==> src/rtl/cadence_stim_pkg.sv <==
// Shared types and register map for the cadence stimulus generator.
package cadence_stim_pkg;

    // Channel operating mode decoded from CTRL[2:1]; both 10 and 11 mean STOP.
    typedef enum logic [1:0] {
        CONST = 2'd0,
        RAMP  = 2'd1,
        STOP  = 2'd2
    } mode_t;

    // Per-channel waveform state.
    typedef enum logic [1:0] {
        IDLE = 2'd0,
        HIGH = 2'd1,
        LOW  = 2'd2
    } ch_state_t;

    // Configuration register addresses.
    localparam logic [1:0] A_HALF = 2'd0;
    localparam logic [1:0] A_END  = 2'd1;
    localparam logic [1:0] A_STEP = 2'd2;
    localparam logic [1:0] A_CTRL = 2'd3;

    function automatic mode_t decode_mode(input logic [1:0] m);
        return m[1] ? STOP : (m[0] ? RAMP : CONST);
    endfunction

endpackage

==> src/rtl/cadence_stim_ch.sv <==
// One cadence channel: config registers, phase counter, IDLE/HIGH/LOW FSM and
// ramp adder that saturates at END_PER.
module cadence_stim_ch
    import cadence_stim_pkg::*;
#(
    parameter int PER_W  = 24,
    parameter int STEP_W = 16
) (
    input  logic             clk,
    input  logic             rst_n,
    input  logic             wr_en,
    input  logic [1:0]       wr_addr,
    input  logic [PER_W-1:0] wr_data,
    output logic             pulse,
    output logic             rise_stb,
    output logic             ramp_done,
    output logic             active
);

    // Two guard bits so the ramp sum can go below zero or above 2^PER_W-1.
    localparam int SW = PER_W + 2;

    logic [PER_W-1:0]         half_per_q;
    logic [PER_W-1:0]         end_per_q;
    logic signed [STEP_W-1:0] step_q;
    mode_t                    mode_q;

    ch_state_t                state_q, state_d;
    logic [PER_W-1:0]         cnt_q, cnt_d;
    logic [PER_W-1:0]         cur_per_q, cur_per_d;
    logic                     rise_q, rise_d;
    logic                     done_q, done_d;

    logic                     ctrl_wr;
    logic                     go;
    logic [PER_W-1:0]         eff_per;
    logic                     term;
    logic signed [SW-1:0]     ramp_sum;
    logic [PER_W:0]           ramp_res;

    // Saturate the ramp sum at the end period; bit PER_W flags that the clamp hit.
    function automatic logic [PER_W:0] ramp_clamp(input logic signed [SW-1:0] sum,
                                                  input logic [PER_W-1:0]     lim,
                                                  input logic                 down);
        logic signed [SW-1:0] lim_s;
        logic                 hit;
        lim_s = $signed({2'b00, lim});
        hit   = down ? (sum <= lim_s) : (sum >= lim_s);
        return hit ? {1'b1, lim} : {1'b0, sum[PER_W-1:0]};
    endfunction

    assign ctrl_wr  = wr_en && (wr_addr == A_CTRL);
    assign go       = wr_data[0] && !wr_data[2];
    assign eff_per  = (cur_per_q == '0) ? PER_W'(1) : cur_per_q;
    assign term     = (cnt_q == eff_per - PER_W'(1));
    assign ramp_sum = $signed({2'b00, cur_per_q})
                    + $signed({{(SW-STEP_W){step_q[STEP_W-1]}}, step_q});
    assign ramp_res = ramp_clamp(ramp_sum, end_per_q, step_q[STEP_W-1]);

    // Configuration register file.
    always_ff @(posedge clk or negedge rst_n) begin
        if (!rst_n) begin
            half_per_q <= '0;
            end_per_q  <= '0;
            step_q     <= '0;
            mode_q     <= CONST;
        end else if (wr_en) begin
            case (wr_addr)
                A_HALF:  half_per_q <= wr_data;
                A_END:   end_per_q  <= wr_data;
                A_STEP:  step_q     <= $signed(wr_data[STEP_W-1:0]);
                default: mode_q     <= decode_mode(wr_data[2:1]);
            endcase
        end
    end

    // Waveform state, counter, current half-period and status flags.
    always_ff @(posedge clk or negedge rst_n) begin
        if (!rst_n) begin
            state_q   <= IDLE;
            cnt_q     <= '0;
            cur_per_q <= '0;
            rise_q    <= 1'b0;
            done_q    <= 1'b0;
        end else begin
            state_q   <= state_d;
            cnt_q     <= cnt_d;
            cur_per_q <= cur_per_d;
            rise_q    <= rise_d;
            done_q    <= done_d;
        end
    end

    // Next state: phase toggles resolve first, then a CTRL write may stop or start.
    always_comb begin
        state_d   = state_q;
        cnt_d     = cnt_q;
        cur_per_d = cur_per_q;
        rise_d    = 1'b0;
        done_d    = done_q;
        case (state_q)
            IDLE: begin
                if (ctrl_wr && go) begin
                    state_d   = HIGH;
                    cnt_d     = '0;
                    cur_per_d = half_per_q;
                    rise_d    = 1'b1;
                end
            end
            HIGH: begin
                if (term) begin
                    state_d = LOW;
                    cnt_d   = '0;
                end else begin
                    cnt_d = cnt_q + 1'b1;
                end
            end
            LOW: begin
                if (term) begin
                    state_d = HIGH;
                    cnt_d   = '0;
                    rise_d  = 1'b1;
                    if (mode_q == RAMP && step_q != '0) begin
                        cur_per_d = ramp_res[PER_W-1:0];
                        if (ramp_res[PER_W]) begin
                            done_d = 1'b1;
                        end
                    end else begin
                        cur_per_d = half_per_q;
                    end
                end else begin
                    cnt_d = cnt_q + 1'b1;
                end
            end
            default: state_d = IDLE;
        endcase
        if (ctrl_wr) begin
            done_d = 1'b0;
            if (!go) begin
                state_d = IDLE;
                cnt_d   = '0;
                rise_d  = 1'b0;
            end
        end
    end

    assign pulse     = (state_q == HIGH);
    assign active    = (state_q != IDLE);
    assign rise_stb  = rise_q;
    assign ramp_done = done_q;

endmodule

==> src/rtl/cadence_stim_gen.sv <==
// Multi-channel cadence stimulus generator: routes config writes to one channel.
module cadence_stim_gen
    import cadence_stim_pkg::*;
#(
    parameter int NUM_CH = 1,
    parameter int PER_W  = 24,
    parameter int STEP_W = 16,
    localparam int CH_W  = (NUM_CH > 1) ? $clog2(NUM_CH) : 1
) (
    input  logic              clk,
    input  logic              rst_n,
    input  logic              wr_en,
    input  logic [CH_W-1:0]   wr_ch,
    input  logic [1:0]        wr_addr,
    input  logic [PER_W-1:0]  wr_data,
    output logic [NUM_CH-1:0] pulse,
    output logic [NUM_CH-1:0] rise_stb,
    output logic [NUM_CH-1:0] ramp_done,
    output logic [NUM_CH-1:0] active
);

    // Channel indices with no instance simply never match, so those writes drop.
    for (genvar i = 0; i < NUM_CH; i++) begin : g_ch
        logic ch_wr;
        assign ch_wr = wr_en && (32'(wr_ch) == i);

        cadence_stim_ch #(
            .PER_W  (PER_W),
            .STEP_W (STEP_W)
        ) u_ch (
            .clk       (clk),
            .rst_n     (rst_n),
            .wr_en     (ch_wr),
            .wr_addr   (wr_addr),
            .wr_data   (wr_data),
            .pulse     (pulse[i]),
            .rise_stb  (rise_stb[i]),
            .ramp_done (ramp_done[i]),
            .active    (active[i])
        );
    end

endmodule
==> config.mk <==
export PLATFORM = sky130hd
export DESIGN_NAME = cadence_stim_gen
export DESIGN_NICKNAME = d
export VERILOG_FILES = /design/src/rtl/cadence_stim_pkg.sv /design/src/rtl/cadence_stim_ch.sv /design/src/rtl/cadence_stim_gen.sv
export SDC_FILE = /design/constraint.sdc
export NUM_CORES = 1
export LEC_CHECK = 0
export BUFFER_PORTS_ARGS = -buffer_cell sky130_fd_sc_hd__clkbuf_2
export CAP_MARGIN = 10
export CORE_ASPECT_RATIO = 0.7
export CORE_UTILIZATION = 51
export DETAILED_ROUTE_END_ITERATION = 10
export PLACE_DENSITY = 0.68
export SLEW_MARGIN = 20
export SYNTH_ARGS = -nofsm -noshare
export SYNTH_HDL_FRONTEND = slang
export SYNTH_SLANG_ARGS = --single-unit
export TNS_END_PERCENT = 20
==> constraint.sdc <==
create_clock -name clk -period 5.7 [get_ports clk]
set_clock_uncertainty 0.05 [all_clocks]
set_input_delay 1.14 -clock clk [delete_from_list [all_inputs] [get_ports clk]]
set_output_delay 1.14 -clock clk [all_outputs]
set_load 0.03 [all_outputs]
### After elaboration in Yosys (flattened, before gate mapping)

Cells that the tools add are included.

| word-level totals | value |
|---|---|
| register bits after elaboration | 118 |
| input port bits | 30 |
| output and inout bits | 4 |
| logic and storage cells | 79 |

| cells by class | value |
|---|---|
| $add $sub $neg | 3 |
| $lt $le $gt $ge | 2 |
| equality and inequality tests | 9 |
| multiplexer cells | 30 |
| bitwise logic cells | 2 |
| reductions and logical operators | 24 |

Operators by type and width:

| operator | number |
|---|---|
| 24-bit two-way mux | 8 |
| 24-bit one-hot mux with 2 select lines | 2 |
| 25-bit by 16-bit adder with 26-bit output | 1 |
| 26-bit by 25-bit >= comparator with 1-bit output | 1 |
| 26-bit by 25-bit less-or-equal comparator with 1-bit output | 1 |
| 25-bit two-way mux | 1 |
| 24-bit by 1-bit adder with 24-bit output (second input constant) | 1 |
| 24-bit == test | 1 |
| 24-bit zero test | 1 |
| 24-bit by 1-bit subtractor with 24-bit output (second input constant) | 1 |
| 16-bit nonzero test | 1 |
| 2-bit two-way mux | 6 |
| 2-bit nonzero test | 6 |
| 1-bit two-way mux | 11 |
| 2-bit AND reduction | 4 |
| 2-bit by 1-bit == test with 1-bit output (second input constant) | 3 |
| 2-bit == test (second input constant) | 3 |
| 2-bit one-hot mux with 3 select lines | 1 |
| 1-bit logical AND | 5 |
| 2-bit zero test | 2 |
| 2-bit by 1-bit != test with 1-bit output (second input constant) | 2 |
| 4-bit AND reduction | 1 |
| 3-bit AND reduction | 1 |
| 3-bit OR reduction | 1 |
| other kinds (4) | 5 |

### Longest topological paths before layout

| logic depth | value |
|---|---|
| depth in word-level cells | 9 |
| depth in mapped cells | 22 |
| mapped depth without buffers | 21 |

### Modules after synthesis

From an unflattened synthesis, not the netlist that was laid out.

| unflattened totals | value |
|---|---|
| cells, all modules | 899 |
| area, all modules | 8,324.2 µm² |

Modules (own cells, without submodules):

| module | times used | cells each | area each (µm²) | sequential area each (µm²) |
|---|---|---|---|---|
| cadence_stim_ch | 1 | 898 | 8,310.5 | 2,952.8 |
| cadence_stim_gen | 1 | 1 | 13.8 | 0.0 |

### Least setup slack after synthesis

Ideal clock, no wire load.

| path | value |
|---|---|
| path kind | register to register |
| start point | register g_ch[0].u_ch.cur_per_q[2] |
| end point | register g_ch[0].u_ch.cur_per_q[11] |
| library setup time | 0.124 ns |
| arrival time | 4.930 ns |
| required time | 5.526 ns |
| slack | 0.596 ns |
| cell stages (with the launch flop) | 22 |
| path buffers | 1 |
| period minus slack after synthesis | 5.104 ns |
| cell sequence | dfrtp_1 -> ha_1 -> o21ai_0 -> o21a_1 -> o31ai_1 -> a21oi_1 -> o31ai_1 -> a31o_2 -> a21oi_1 -> xnor2_1 -> ha_1 -> and4_1 -> nand3_1 -> nor3_1 -> and3_1 -> nor2_1 -> nand4_1 -> nand3_1 -> a211oi_2 -> clkbuf_1 -> mux2i_1 -> o21ai_1 |

| on the way | value |
|---|---|
| cells in the longest elaborated chain, start to end | 7 |
| elaborated cells between the ends (all ways) | 14 |
| those cells by class | add/sub (2); order compare (2); eq/ne (2); mux (6); reduce/logical (2) |

RTL lines:

| item | line | source |
|---|---|---|
| start: declaration | cadence_stim_ch.sv:30 | `logic [PER_W-1:0] cur_per_q, cur_per_d;` |
| start signal: assignment | cadence_stim_ch.sv:88 | `cur_per_q <= cur_per_d;` |
| 25-bit by 16-bit adder with 26-bit output | cadence_stim_ch.sv:57 | `+ $signed({{(SW-STEP_W){step_q[STEP_W-1]}}, step_q});` |
| 26-bit by 25-bit >= comparator with 1-bit output / 26-bit by 25-bit less-or-equal comparator with 1-bit output (equally long branches) | cadence_stim_ch.sv:48 | `hit = down ? (sum <= lim_s) : (sum >= lim_s);` |
| 1-bit two-way mux | cadence_stim_ch.sv:48 |  |
| 25-bit two-way mux | cadence_stim_ch.sv:49 | `return hit ? {1'b1, lim} : {1'b0, sum[PER_W-1:0]};` |
| 24-bit two-way mux | cadence_stim_ch.sv:123 | `if (mode_q == RAMP && step_q != '0) begin` |
| 24-bit two-way mux | cadence_stim_ch.sv:119 | `if (term) begin` |
| 24-bit one-hot mux with 2 select lines | cadence_stim_ch.sv:101 | `case (state_q)` |

Several ways; a longest one is shown, not always the timed one. The select of a mux whose other input is x is not followed.
A chain may end at the register's enable or synchronous reset.

### Final worst setup path

| path | value |
|---|---|
| start point | register g_ch[0].u_ch.cur_per_q[4] |
| end point | register g_ch[0].u_ch.cur_per_q[8] |

The elaborated chain is that of the path after synthesis.

==> metrics <==
status=finished clean; Post-route DRC=0; most numerous cell in the Yosys netlist=dfrtp_1; clk sink count=about 120; first-pass GRT wire length=34.4 mm; critical path class=reg2reg; fraction of layout cells with a size suffix above 1=15.8%; Psw=2480 uW; global route overflow=0; die area=16700 um2; max cap viols=0; Pins Over Slew Limit=0; nets@finish=around 1000; Site Rows=38; Starting Density=52.6%; I/O Pins=34; Syn Inst Count=between 800 and 900; postcts setup bufs=0; Sw Ratio=43.8%; Core Util, Final=~60%; CTS tree=done; Tot Pwr=5660 uW; IO buf count=33; largest net degree at the start of global routing=68; Synth Area per Inst=9.36 um2; synthesized area=8230 um2; Final Cell Area=9270 um2; vias in the first global route=6224; pwr dens=611 nW/um2; syn nets=966; Async SR Flop Fraction=100%; die height=108 um; vias per cell=6.07; number of flops mapped to enable cells by yosys=0; Final Setup Violations=0; # hold bufs at CTS=0; Area growth, synth to finish=12.6%; Slew HR=30.5%; peak supply drop=between 200 and 300 uV; Final Hold Fails=0; DRT iter0 DRCs=613; period utilization=92.3%; worst skew pair latency=0.43 ns; die width=154 um; CTS buffer count=17; clock root cell=clkbuf_16; cell taking the most area after synthesis=dfrtp_1; crit end category=register; Tmin final=roughly 5.3 ns; LEAKAGE=0.00422 uW; flop2flop setup slack=0.44 ns; internal power=~3200 uW; proportion of netlist area held by the largest area contributor=35.9%; Worst EP arrival=roughly 5.5 ns; Sequential Power Share=23.7%; post-synthesis cell type count=67; crit start category=register; top cells by area, synth=dfrtp_1 (36%), ha_1 (8.4%), mux2_2 (6.2%); commonest cells in the netlist=dfrtp_1 (118), o21ai_0 (63), nand2_1 (60); Pre-antenna DRT Iters=5; core area=between 15000 and 20000 um2; HPWL after DPL=15.5 mm; Crit path required time=roughly 6.0 ns; Placed Area=8670 um2; Worst Path Max Fanout=12; clk buf depth=2; worst hold-check path type=reg2reg; Worst Tran Pin Value=1.04 ns; Worst-path clk slew=0.06 ns; fmax=roughly 190 MHz; sequential fraction of the synthesis area=35.9%; Gate power share=56.7%; Placer Congestion=~0.89; antenna-violating nets left=0; initial antenna violation count=0; Seq cells post-synth=between 100 and 150; GRT Total Usage=27.1%; DR WL/cell=18.9 um; Clk pwr share=19.6%; n_diodes=0; Fin Setup TNS=0 ns; H-tree depth=4; ys flop type=dfrtp_1; # fillers=1343; final wirelength=21.3 mm; via count=6857; Syn. warnings=0; RSZ-0062 raised after global routing=no; Hold Slack=0.425 ns
==> power groups by stage <==
stage          Combinational [uW]  Clock [uW]  Sequential, uW
2_1_floorplan                2400           0            1240
3_3_place_gp                 3090           0            1340
3_5_place_dp                 3120           0            1350
4_1_cts                      3160        1120            1340
5_1_grt                      3530        1150            1370
6_report                     3210        1110            1340
==> per-layer routing <==
layer  wire (um)  GRT usage, %
met2        8440          37.6
met1       11200          41.6
met5           0             0
met4         279          7.79
met3        1380          6.13
==> worst paths after layout <==
check / from / endpoint / cells after the start
min in group asynchronous: rst_n / g_ch[0].u_ch.state_q[1] / 1
max in group asynchronous: rst_n / g_ch[0].u_ch.cur_per_q[12] / 2
hold / removal: g_ch[0].u_ch.mode_q[1] / g_ch[0].u_ch.mode_q[1] / 2
setup / recovery: g_ch[0].u_ch.cur_per_q[4] / g_ch[0].u_ch.cur_per_q[8] / 23
hold reg to reg: g_ch[0].u_ch.mode_q[1] / g_ch[0].u_ch.mode_q[1] / 2
setup reg to reg: g_ch[0].u_ch.cur_per_q[4] / g_ch[0].u_ch.cur_per_q[8] / 23
==> critical path, cell delays in order (launching register included) <==
cell      delay [ns]
dfrtp_1         0.47
ha_1            0.39
o21a_1          0.19
o21ai_0         0.28
o31ai_1         0.14
buf_4           0.16
a21oi_1         0.29
o31ai_1         0.14
buf_4           0.18
a31o_2          0.22
a21oi_1         0.18
xnor2_1         0.12
ha_1            0.31
and4_1          0.18
nand3_1         0.10
nor3_1          0.32
and3_1          0.24
nor2_1          0.05
nand4_1         0.09
nand3_1         0.13
a211oi_4        0.28
buf_4           0.30
mux2i_1         0.24
o21ai_1         0.08
==> stage by stage <==
stage,setup slack [ns],std cells
finish,0.441,1129
floorplan,0.596,880
global route,0.0620,1129
CTS,0.433,1129
detailed placement,0.474,1097
global placement,0.667,1097
==> cells in the final DEF, fill, tap and decap left out, types with 26 or more instances in the layout <==
master	synthesis	layout
a21oi_1	38	38
mux2_2	45	45
mux2i_1	46	46
nor2_1	36	35
inv_1	40	40
dfrtp_1	118	118
clkbuf_2	0	32
o21ai_0	63	63
ha_1	55	55
nand2_1	60	60
xnor2_1	28	28
o21ai_1	26	26
==> cells by family (layout without fill, tap and decap cells) <==
family / Yosys count / count (layout) / synth area share [%]
AOI/OAI and AO/OA: 211 / 211 / 15.8
muxes: 91 / 91 / 11.7
DFF: 118 / 118 / 35.9
xor gates and xnor gates: 52 / 52 / 5.53
buffers and inverters: 78 / 127 / 3.91
and+or+nand+nor: 274 / 274 / 18.5
adders and majority gates: 56 / 56 / 8.60
==> cell type report <==
cell class / count / area [um2] / share of cell area [%]
clock buffers: 23 / 468 / 5.05
clock inverters: 9 / 125 / 1.35
inverters: 40 / 150 / 1.62
multi-input cells: 684 / 4990 / 53.8
flip-flops and latches: 118 / 2950 / 31.8
well taps: 200 / 250 / 2.70
repair buffers: 55 / 333 / 3.59
==> flip-flops by register name (all words and copies together), names as in the netlist, 2 cells and up <==
| name | flops |
|---|---|
| g_ch.u_ch.state_q | 2 |
| g_ch.u_ch.half_per_q | 24 |
| g_ch.u_ch.mode_q | 2 |
| g_ch.u_ch.cnt_q | 24 |
| g_ch.u_ch.step_q | 16 |
| g_ch.u_ch.end_per_q | 24 |
| g_ch.u_ch.cur_per_q | 24 |
==> what timing repair did <==
action,4_1_cts,5_1_grt
hold endpoints to repair,0,0
setup endpoints to repair,0,2
gates resized for setup,0,1
Note: power is estimated with default switching activity, not from simulation.
